--- config.mk ---
export PLATFORM = sky130hd
export DESIGN_NAME = mm_tile_sequencer
export DESIGN_NICKNAME = d
export VERILOG_FILES = /design/src/rtl/mm_seq_pkg.sv /design/src/rtl/mm_seq_delay.sv /design/src/rtl/mm_tile_sequencer.sv
export SDC_FILE = /design/constraint.sdc
export NUM_CORES = 1
export LEC_CHECK = 0
export CORE_UTILIZATION = 30
export DETAILED_ROUTE_END_ITERATION = 8
export PLACE_DENSITY = 0.5
export SLEW_MARGIN = 0
export SYNTH_ARGS = -nofsm -noshare
export SYNTH_HDL_FRONTEND = slang
export SYNTH_SLANG_ARGS = --single-unit
--- constraint.sdc ---
create_clock -name clk -period 1.8 [get_ports clk]
set_input_delay 0.36 -clock clk [delete_from_list [all_inputs] [get_ports clk]]
set_output_delay 0.36 -clock clk [all_outputs]
set_load 0.02 [all_outputs]
--- src/rtl/mm_seq_pkg.sv ---
// mm_seq_pkg
// Shared types and default constants for the matrix-multiply tile sequencer.
//   mm_seq_state_t : sequencer FSM state encoding (IDLE, STREAM, DRAIN, DONE)
//   MM_LANES       : multiplier lanes per tile edge (informational only)
//   MM_DIM_W       : default width of each minus-one encoded dimension field
//   MM_ADDR_W      : default operand/result line address width
//   MM_MUL_LAT     : default multiplier latency from last fed beat to result
//   mm_cmd_t       : packed command as presented by the command decoder,
//                    sized with the default widths
package mm_seq_pkg;

  localparam int MM_LANES   = 8;
  localparam int MM_DIM_W   = 6;
  localparam int MM_ADDR_W  = 10;
  localparam int MM_MUL_LAT = 3;

  typedef enum logic [1:0] {
    ST_IDLE   = 2'd0,
    ST_STREAM = 2'd1,
    ST_DRAIN  = 2'd2,
    ST_DONE   = 2'd3
  } mm_seq_state_t;

  typedef struct packed {
    logic [MM_DIM_W-1:0]  m;
    logic [MM_DIM_W-1:0]  k;
    logic [MM_DIM_W-1:0]  n;
    logic [MM_ADDR_W-1:0] a_base;
    logic [MM_ADDR_W-1:0] b_base;
    logic [MM_ADDR_W-1:0] y_base;
    logic                 accum;
  } mm_cmd_t;

endpackage

--- src/rtl/mm_seq_delay.sv ---
// mm_seq_delay
// Valid + flag + payload shift register used to line up the multiplier feed
// strobes and the delayed tile write-back with the read beats.
//   clk        : clock, rising edge
//   reset      : synchronous clear of every stage, active high
//   enable     : low holds every stage
//   in_valid   : beat present this cycle
//   in_flag    : last-beat-of-tile marker for this beat
//   in_data    : payload carried alongside the beat
//   head_valid : stage 0 valid (input delayed by one cycle)
//   head_flag  : stage 0 flag
//   tail_valid : final stage valid (input delayed by DEPTH cycles)
//   tail_flag  : final stage flag
//   tail_data  : final stage payload
//   pending    : some beat still sits in a stage other than the final one
module mm_seq_delay #(
  parameter int DEPTH = 4,
  parameter int W     = 11
) (
  input  logic         clk,
  input  logic         reset,
  input  logic         enable,
  input  logic         in_valid,
  input  logic         in_flag,
  input  logic [W-1:0] in_data,
  output logic         head_valid,
  output logic         head_flag,
  output logic         tail_valid,
  output logic         tail_flag,
  output logic [W-1:0] tail_data,
  output logic         pending
);

  logic [DEPTH-1:0] valid_q;
  logic [DEPTH-1:0] flag_q;
  logic [W-1:0]     data_q [DEPTH];

  // Every stage advances by one position per enabled cycle; a disabled
  // cycle freezes the whole line so downstream timing stays aligned with
  // the stalled upstream.
  always_ff @(posedge clk) begin
    if (reset) begin
      valid_q <= '0;
      flag_q  <= '0;
      for (int i = 0; i < DEPTH; i++) begin
        data_q[i] <= '0;
      end
    end else if (enable) begin
      valid_q   <= {valid_q[DEPTH-2:0], in_valid};
      flag_q    <= {flag_q[DEPTH-2:0], in_flag};
      data_q[0] <= in_data;
      for (int i = 1; i < DEPTH; i++) begin
        data_q[i] <= data_q[i-1];
      end
    end
  end

  assign head_valid = valid_q[0];
  assign head_flag  = flag_q[0];
  assign tail_valid = valid_q[DEPTH-1];
  assign tail_flag  = flag_q[DEPTH-1];
  assign tail_data  = data_q[DEPTH-1];

  // The last stage is excluded: once only that stage is occupied, the line
  // is empty after the current cycle.
  assign pending = |valid_q[DEPTH-2:0];

endmodule

--- src/rtl/mm_tile_sequencer.sv ---
// mm_tile_sequencer
// Accepts one matrix-multiply command at a time and sequences the operand
// reads, multiplier feed/clear strobes and delayed result tile writes.
// Loop order is k fastest, then B tile (nt), then A row-block (mt).
// Optional feature macro: MM_SEQ_ACCUM_WRITE_EN (latch cmd_accum and drive
// it on wr_accum with every write; otherwise wr_accum is constant 0).
//   clk, reset          : clock and synchronous active-high reset
//   enable              : global enable, low freezes all state
//   cmd_valid/cmd_ready : command handshake, ready only in IDLE
//   cmd_m/cmd_k/cmd_n   : row-tiles / reduction beats / B tiles, minus one
//   cmd_a/b/y_base      : base line addresses
//   cmd_accum           : add-to-memory write request
//   rd_en, rd_addr_a/b  : operand memory read strobe and addresses
//   mul_en, mul_last    : multiplier feed strobe and final-beat clear
//   wr_en, wr_addr      : result tile write strobe and address
//   wr_accum            : write mode, 1 = add to existing contents
//   busy, done          : not idle / one-cycle completion pulse
module mm_tile_sequencer import mm_seq_pkg::*; #(
  parameter int DIM_W   = MM_DIM_W,
  parameter int ADDR_W  = MM_ADDR_W,
  parameter int MUL_LAT = MM_MUL_LAT
) (
  input  logic              clk,
  input  logic              reset,
  input  logic              enable,
  input  logic              cmd_valid,
  output logic              cmd_ready,
  input  logic [DIM_W-1:0]  cmd_m,
  input  logic [DIM_W-1:0]  cmd_k,
  input  logic [DIM_W-1:0]  cmd_n,
  input  logic [ADDR_W-1:0] cmd_a_base,
  input  logic [ADDR_W-1:0] cmd_b_base,
  input  logic [ADDR_W-1:0] cmd_y_base,
  input  logic              cmd_accum,
  output logic              rd_en,
  output logic [ADDR_W-1:0] rd_addr_a,
  output logic [ADDR_W-1:0] rd_addr_b,
  output logic              mul_en,
  output logic              mul_last,
  output logic              wr_en,
  output logic [ADDR_W-1:0] wr_addr,
  output logic              wr_accum,
  output logic              busy,
  output logic              done
);

  localparam int DEPTH = MUL_LAT + 1;
  localparam logic [ADDR_W-1:0] ADDR_ONE = ADDR_W'(1);
  localparam logic [DIM_W-1:0]  DIM_ONE  = DIM_W'(1);

  mm_seq_state_t state_q, state_d;

  logic [DIM_W-1:0]  m_q, k_q, n_q;
  logic [DIM_W-1:0]  k_cnt, nt_cnt, mt_cnt;
  logic [ADDR_W-1:0] b_base_q;
  logic [ADDR_W-1:0] a_row_q;
  logic [ADDR_W-1:0] a_ptr, b_ptr, y_ptr;
  logic              accum_bit;

  logic              last_k, last_n, last_m, final_beat;
  logic              beat_valid;
  logic [ADDR_W:0]   beat_data;
  logic              tail_valid, tail_flag, head_valid, head_flag;
  logic [ADDR_W:0]   tail_data;
  logic              pending;

  assign last_k     = (k_cnt == k_q);
  assign last_n     = (nt_cnt == n_q);
  assign last_m     = (mt_cnt == m_q);
  assign final_beat = last_k & last_n & last_m;
  assign beat_valid = (state_q == ST_STREAM);

  // State register; a disabled cycle holds the current state.
  always_ff @(posedge clk) begin
    if (reset) begin
      state_q <= ST_IDLE;
    end else if (enable) begin
      state_q <= state_d;
    end
  end

  // Next-state logic. STREAM leaves after the final beat; DRAIN waits until
  // only the final delay stage is occupied, so DONE lands exactly one cycle
  // after the last write strobe.
  always_comb begin
    state_d = state_q;
    case (state_q)
      ST_IDLE:   if (cmd_valid) state_d = ST_STREAM;
      ST_STREAM: if (final_beat) state_d = ST_DRAIN;
      ST_DRAIN:  if (!pending) state_d = ST_DONE;
      ST_DONE:   state_d = ST_IDLE;
      default:   state_d = ST_IDLE;
    endcase
  end

  // Command latch and address walkers. Addresses are built incrementally:
  // within a tile both pointers step by one; moving to the next B tile
  // rewinds A to the start of its row-block while B simply continues, and
  // moving to the next A row-block restarts B from its base while A
  // continues. Result tiles are contiguous in mt*N+nt order, so the result
  // pointer just steps once per finished tile.
  always_ff @(posedge clk) begin
    if (reset) begin
      m_q      <= '0;
      k_q      <= '0;
      n_q      <= '0;
      k_cnt    <= '0;
      nt_cnt   <= '0;
      mt_cnt   <= '0;
      b_base_q <= '0;
      a_row_q  <= '0;
      a_ptr    <= '0;
      b_ptr    <= '0;
      y_ptr    <= '0;
    end else if (enable) begin
      case (state_q)
        ST_IDLE: begin
          if (cmd_valid) begin
            m_q      <= cmd_m;
            k_q      <= cmd_k;
            n_q      <= cmd_n;
            k_cnt    <= '0;
            nt_cnt   <= '0;
            mt_cnt   <= '0;
            b_base_q <= cmd_b_base;
            a_row_q  <= cmd_a_base;
            a_ptr    <= cmd_a_base;
            b_ptr    <= cmd_b_base;
            y_ptr    <= cmd_y_base;
          end
        end
        ST_STREAM: begin
          if (!last_k) begin
            k_cnt <= k_cnt + DIM_ONE;
            a_ptr <= a_ptr + ADDR_ONE;
            b_ptr <= b_ptr + ADDR_ONE;
          end else begin
            k_cnt <= '0;
            y_ptr <= y_ptr + ADDR_ONE;
            if (!last_n) begin
              nt_cnt <= nt_cnt + DIM_ONE;
              a_ptr  <= a_row_q;
              b_ptr  <= b_ptr + ADDR_ONE;
            end else begin
              nt_cnt  <= '0;
              mt_cnt  <= mt_cnt + DIM_ONE;
              b_ptr   <= b_base_q;
              a_row_q <= a_ptr + ADDR_ONE;
              a_ptr   <= a_ptr + ADDR_ONE;
            end
          end
        end
        default: begin
        end
      endcase
    end
  end

`ifdef MM_SEQ_ACCUM_WRITE_EN
  logic accum_q;

  // Write mode captured with the command and applied to all of its writes.
  always_ff @(posedge clk) begin
    if (reset) begin
      accum_q <= 1'b0;
    end else if (enable && state_q == ST_IDLE && cmd_valid) begin
      accum_q <= cmd_accum;
    end
  end

  assign accum_bit = accum_q;
`else
  logic unused_cmd_accum;
  assign unused_cmd_accum = cmd_accum;
  assign accum_bit        = 1'b0;
`endif

  // Payload is zeroed on idle beats so the write address bus rests at 0.
  assign beat_data = beat_valid ? {y_ptr, accum_bit} : '0;

  mm_seq_delay #(
    .DEPTH (DEPTH),
    .W     (ADDR_W + 1)
  ) u_delay (
    .clk        (clk),
    .reset      (reset),
    .enable     (enable),
    .in_valid   (beat_valid),
    .in_flag    (beat_valid & last_k),
    .in_data    (beat_data),
    .head_valid (head_valid),
    .head_flag  (head_flag),
    .tail_valid (tail_valid),
    .tail_flag  (tail_flag),
    .tail_data  (tail_data),
    .pending    (pending)
  );

  assign cmd_ready = (state_q == ST_IDLE);
  assign busy      = (state_q != ST_IDLE);
  assign done      = (state_q == ST_DONE);
  assign rd_en     = beat_valid;
  assign rd_addr_a = a_ptr;
  assign rd_addr_b = b_ptr;
  assign mul_en    = head_valid;
  assign mul_last  = head_valid & head_flag;
  assign wr_en     = tail_valid & tail_flag;
  assign wr_addr   = wr_en ? tail_data[ADDR_W:1] : '0;
  assign wr_accum  = wr_en & tail_data[0];

endmodule

Yosys cells after proc, flatten, opt, wreduce, memory -nomap -nowiden
Memory sizes are Yosys's and may differ from the RTL's.
Cells that the tools add are included.

word-level totals
  flip-flop bits (word level) = 96
  memory bits (writable) = 44
  word-level logic and storage cells = 88
  memories = 1

cells by class
  $add $sub $neg = 6
  equality and inequality tests = 11
  muxes and demuxes = 37
  bitwise logic cells = 10
  reductions and logical operators = 9

memories
  memory          depth  width  read ports  clocked after memory_dff  write ports  RTL line            RTL
  u_delay.data_q  4      11     4           0                         4            mm_seq_delay.sv:36  logic [W-1:0] data_q [DEPTH];

operator list
  cell                   number
  $mux 10                10
  $pmux 10 s2            4
  $mux 11                5
  $mux 6                 6
  $pmux 6 s2             3
  $add 10x1->10 const B  3
  $add 6x1->6 const B    3
  $eq 6x6->1             3
  $ne 2x2->1 const B     5
  $pmux 2 s4             1
  $reduce_and 4->1       2
  $and 1x1->1            6
  $mux 2                 3
  $reduce_and 3->1       2
  $mux 1                 5
  $reduce_and 5->1       1
  $eq 2x2->1 const B     2
  $or 1x1->1             4
  $reduce_bool 2->1      2
  $reduce_or 3->1        1
  $eq 2x1->1 const B     1
  $logic_not 2->1        1

Longest topological paths before layout
  depth after elaboration = 5
  mapped depth = 10

Modules after synthesis
Synthesis repeated with hierarchy kept, for this count alone.

second synthesis, totals
  cells, all modules = 735
  area total of the unflattened synthesis = 6950.4 um^2

modules (own cells, without submodules)
  module             times used  cells each  area an instance (um^2)  seq. area each (um^2)
  mm_tile_sequencer  1           603         4888.4                   1761.7
  mm_seq_delay       1           132         2062.0                   1481.4

Least setup slack after synthesis
OpenSTA, ideal clock, no wires.

  path kind = reg-to-reg
  from = reg state_q[0]
  to = reg a_row_q[3]
  data arrival time = 2.076 ns
  required time = 1.688 ns
  path slack = -0.388 ns
  cell stages (with the launch flop) = 10
  buffers on the path = 2
  period minus slack after synthesis = 2.188 ns
  path through = dfxtp_1 -> inv_1 -> ha_1 -> buf_2 -> mux2i_1 -> nor3_1 -> a21oi_1 -> buf_2 -> o22ai_1 -> a2111oi_1

on the way
  longest elaborated chain between the ends = 3
  elaborated cells on any way between the ends = 7
  those cells by class = eq/ne (3); mux (1); reduce/logical (3)

ends and longest elaborated chain
  item                                                              RTL line                  RTL
  start: declaration                                                mm_tile_sequencer.sv:51   mm_seq_state_t state_q, state_d;
  start signal: assignment                                          mm_tile_sequencer.sv:78   state_q <= state_d;
  $logic_not 2->1 (*)                                               -
  net cmd_ready                                                     mm_tile_sequencer.sv:27   output logic cmd_ready,
  $ne 2x2->1 (no source line) or $reduce_bool 2->1 (tied branches)  -
  $reduce_and 4->1 (no source line)                                 -
  end signal: assignment                                            mm_tile_sequencer.sv:126  a_row_q <= cmd_a_base;
  end signal: assignment                                            mm_tile_sequencer.sv:148  a_row_q <= a_ptr + ADDR_ONE;
  end: declaration                                                  mm_tile_sequencer.sv:56   logic [ADDR_W-1:0] a_row_q;

Mark *: on every way through the listed nets, which the timed path passes. The rest lies on a longest branch.
A chain may end at the register's enable or synchronous reset.

Worst setup path in the final report
  from = reg nt_cnt[0]
  to = reg a_ptr[8], in the netlist rd_addr_a[8]

on the way
  longest elaborated chain between the ends = 4

ends and longest elaborated chain
  item                      RTL line                  RTL
  start: declaration        mm_tile_sequencer.sv:54   logic [DIM_W-1:0] k_cnt, nt_cnt, mt_cnt;
  start signal: assignment  mm_tile_sequencer.sv:141  nt_cnt <= nt_cnt + DIM_ONE;
  $eq 6x6->1                mm_tile_sequencer.sv:68   assign last_n = (nt_cnt == n_q);
  $mux 10                   -
  $mux 10                   mm_tile_sequencer.sv:133  if (!last_k) begin
  $pmux 10 s2               mm_tile_sequencer.sv:116  case (state_q)
  end signal: assignment    mm_tile_sequencer.sv:127  a_ptr <= cmd_a_base;
  end signal: assignment    mm_tile_sequencer.sv:135  a_ptr <= a_ptr + ADDR_ONE;
  end signal: assignment    mm_tile_sequencer.sv:142  a_ptr <= a_row_q;
  end: declaration          mm_tile_sequencer.sv:57   logic [ADDR_W-1:0] a_ptr, b_ptr, y_ptr;

No other way between the ends.

==> results.md <==
Setup path:
- Along the worst path, the maximum fanout reaches 5.
- The critical path required time is 2.12 ns.
- The worst setup path is launched from a register.
- The startpoint identified for the worst register-to-register timing path is nt_cnt[0]$_SDFFE_PP0P_.
- The critical path is of the register to register type.
- The data arrival at the endpoint of the critical path is 2.36 ns.
- STA classifies the critical path endpoint as a register.
- The critical path starts at nt_cnt[0]$_SDFFE_PP0P_.

Detailed routing:
- The total wirelength of the detailed-routed design is 20700 um.
- The mean routed wirelength per cell is 16.9 um.
- For this run, design rule violations remaining after detail routing come to 0.
- Once detail routing completed, the nets flagged for antenna violations numbered 0.
- The routed layout has 6242 vias.
- The total iterations of the first detailed-routing run is 5.
- After detailed routing, the number of vias per cell comes to 5.11.
- The DRC violation total after the first TritonRoute iteration is 309.

Logic synthesis:
- The synthesized design contains 136 register bits.
- The mapped netlist covers 0.00672 mm2.
- The average cell area after synthesis is 9.26 um2.
- Sequential elements use 46.5% of the synthesized area.
- The most used flip-flop cell after synthesis is dfxtp_1.
- The top cell type by area accounts for 28.6% of the synthesized area.
- By area the synthesized netlist is led by dfxtp_1, edfxtp_1, mux2i_1.
- The share of synthesized registers carrying an async set or reset is 0%.
- The number of nets handed over by synthesis was 789.
- dfxtp_1 takes more of the synthesized area than any other cell.
- The total of warnings raised by yosys is 0.
- In the synthesized netlist, the number of instances is 726.
- The number of distinct standard cells referenced by the synthesized netlist is 64.
- The number of synthesized flops with an enable pin is 40.

Global route:
- The first global-routing pass estimated 32500 um of wire.
- The overall routing resource usage is 18.4%.
- The pin count of the biggest net entering global routing is 42.
- The overflow left after global routing is 0.
- The initial antenna violation count is 0.
- The via count of the first global-routing pass is 6329.

Clocking:
- The number of hold buffers added after CTS was 0.
- The tree is rooted in a clkbuf_16.
- The number of clock sinks seen by CTS is 136.
- The clock passes through at most 2 buffers.
- The CTS H-tree depth is 4.
- After clock tree synthesis, the clock-pin slew on the worst setup and hold paths is 0.06 ns.
- The worst-skew pair later-pin latency is 0.42 ns.
- The clock tree from TritonCTS is yes.
- The total CTS buffers is 17.

Cells and area:
- The sequential standard cell area is 0.00314 mm2.
- The area added between synthesis and finish is 54.0%.
- At the end of the flow, the number of nets in the layout was 992.
- The fraction of layout cells with a size suffix above 1 is 30.7%.
- The number of antenna cells inserted is 0.
- The finished cells cover 0.0104 mm2.
- The combined area of the multi-input logic cells is 0.00394 mm2.
- The fill cell instance count of the final layout is 2027.

Pwr:
- The maximum vdd drop is 0.000703 V.
- In this run the static leakage power is 4.31 nW.
- For this design the ratio of total power to cell area is 1160 mW/mm2.

Timing:
- For the finished layout, the period the worst path requires is 2.05 ns.
- The final worst setup slack is -0.246 ns.
- Setup total negative slack on the finished layout was measured at -8.92 ns.
- The count of endpoints failing hold in the final timing report is 0.
- For the final database, setup skew stands at 0.00654 ns.
- The headroom to the max-slew limit is 63.9%.
- The number of pins exceeding their max-slew limit in the final report was 0.
- The final cycle utilization of the critical path is 114%.
- Based on the critical path, the design can be clocked at up to 489 MHz.
- On the final layout, the worst hold slack is 0.433 ns.
- The actual transition at the worst max-transition pin is 0.541 ns.
- Setup repair after global routing could not meet its margin everywhere.
- The number of setup violations in the final report is 56.

Floorplanning:
- The core footprint is 0.0219 mm2.
- The floorplan die area is 0.0230 mm2.
- The overall die width is 152 um.
- The floorplan has 54 rows.
- For this configuration, the core starts out at a cell density of 30.7%.
- The die outline height is 152 um.
- 91 I/O pins were placed.

Place:
- The placed wire-length estimate after detailed placement is 14000 um.
- The global placement routability congestion is 0.843.
- After detailed placement, the total cell area comes to 0.00865 mm2.
- Buffers placed on the I/O ports in this run total 88.

Worst hold path:
- The path category of the worst min-delay check is input port to register.
- The worst hold path begins at reset.

Run:
- Max-cap violations in this run came to 0.

Run status:
- The checks that failed: negative setup slack.
- The flow ran to the end, but the final reports show violations.
==> state kept, by name, indices dropped and copies added, names as in the netlist, 10 cells and up <==
| signal | flops |
|---|---|
| a_row_q | 10 |
| rd_addr_b | 10 |
| y_ptr | 10 |
| u_delay.data_q | 40 |
| b_base_q | 10 |
| rd_addr_a | 10 |
==> final timing paths <==
check / cells past startpoint / endpoint / slack [ns]
max: 6 / rd_addr_a[8]$_SDFFE_PP0P_ / -0.25
min: 3 / u_delay.flag_q[3]$_SDFFE_PP0P_ / 0.43
max reg2reg: 6 / rd_addr_a[8]$_SDFFE_PP0P_ / -0.25
min reg2reg: 2 / b_base_q[1]$_SDFFE_PP0P_ / 0.46
==> synthesized netlist by cell type (17+ instances only) <==
cell type  count
mux2i_1       38
nor3_1        17
nand2_1       84
clkbuf_1      35
nand3_1       28
a21oi_1       51
nor2_1        56
and3_1        39
and2_1        35
dfxtp_1       96
edfxtp_1      40
o22ai_1       17
xnor2_1       23
==> stage by stage <==
stage	power, mW	instances	setup WS, ns	utilization, %
final	12.0	1222	-0.246	47.3
after global routing	12.6	1222	-0.340	47.3
after CTS	11.4	1206	-0.249	45.1
after detailed placement	6.93	1141	-0.538	39.5
after global placement	6.88	1141	-0.449	39.5
after floorplan	5.51	726	-0.147	-
==> critical path, cell delays in order, from the launching register on <==
cell       delay, ns
dfxtp_2         0.34
xor2_2          0.18
or4_4           0.57
o211ai_4        0.27
buf_6           0.18
mux2i_2         0.09
a2111oi_4       0.32
==> cells by family after synthesis <==
| logic type | count (synthesis) | share of synthesized area, % |
|---|---|---|
| muxes | 40 | 5.99 |
| buffers and inverters | 57 | 3.52 |
| DFF | 136 | 46.5 |
| xor gates and xnor gates | 39 | 5.08 |
| AOI/OAI and AO/OA | 133 | 13.5 |
| other | 1 | 0.0558 |
| and+or+nand+nor | 310 | 23.5 |
| adders and majority gates | 10 | 1.86 |
==> layout by cell type (no fill, tap or decap), types with 17 or more instances in the layout <==
cell,count
clkbuf_16,18
xnor2_1,23
nand2_1,80
clkdlybuf4s50_1,50
dlygate4sd2_1,33
nand3_1,22
and2_1,35
a21oi_1,42
mux2i_1,32
o22ai_1,17
nor2_1,50
and3_1,38
buf_6,32
edfxtp_1,40
buf_4,93
dfxtp_1,84
==> routing by layer <==
layer / vias to the layer above / GRT usage (%) / share of wire, %
li1: 3024 / - / -
met1: 2973 / 23.0 / 45
met2: 195 / 29.9 / 47
met3: 50 / 4.13 / 5.6
met4: 0 / 8.56 / 2.8
met5: - / 0 / 0
==> layout make-up <==
class                      instances  area share [%]
clock buffer                      17            4.11
tap                              280            3.38
timing repair buffer             231            21.7
clock inverter                    15            1.99
sequential                       136            30.3
multi-input combinational        533            38.0
inverter                          10           0.471
==> where the power goes <==
group	leakage (nW)	switching, mW	internal (mW)
clock	0.308	1.51	2.25
sequential	1.23	0.280	3.46
combinational	2.77	2.20	2.31
total	4.31	3.99	8.02
==> what timing repair did <==
action | 4_1_cts | 5_1_grt
resized for setup | 131 | 74
setup buffers | 32 | 18
pin swaps | 29 | 39
endpoints found under the setup margin | 97 | 87
cloned | 2 | 2
No activity file was read; power rests on OpenSTA's default activity.
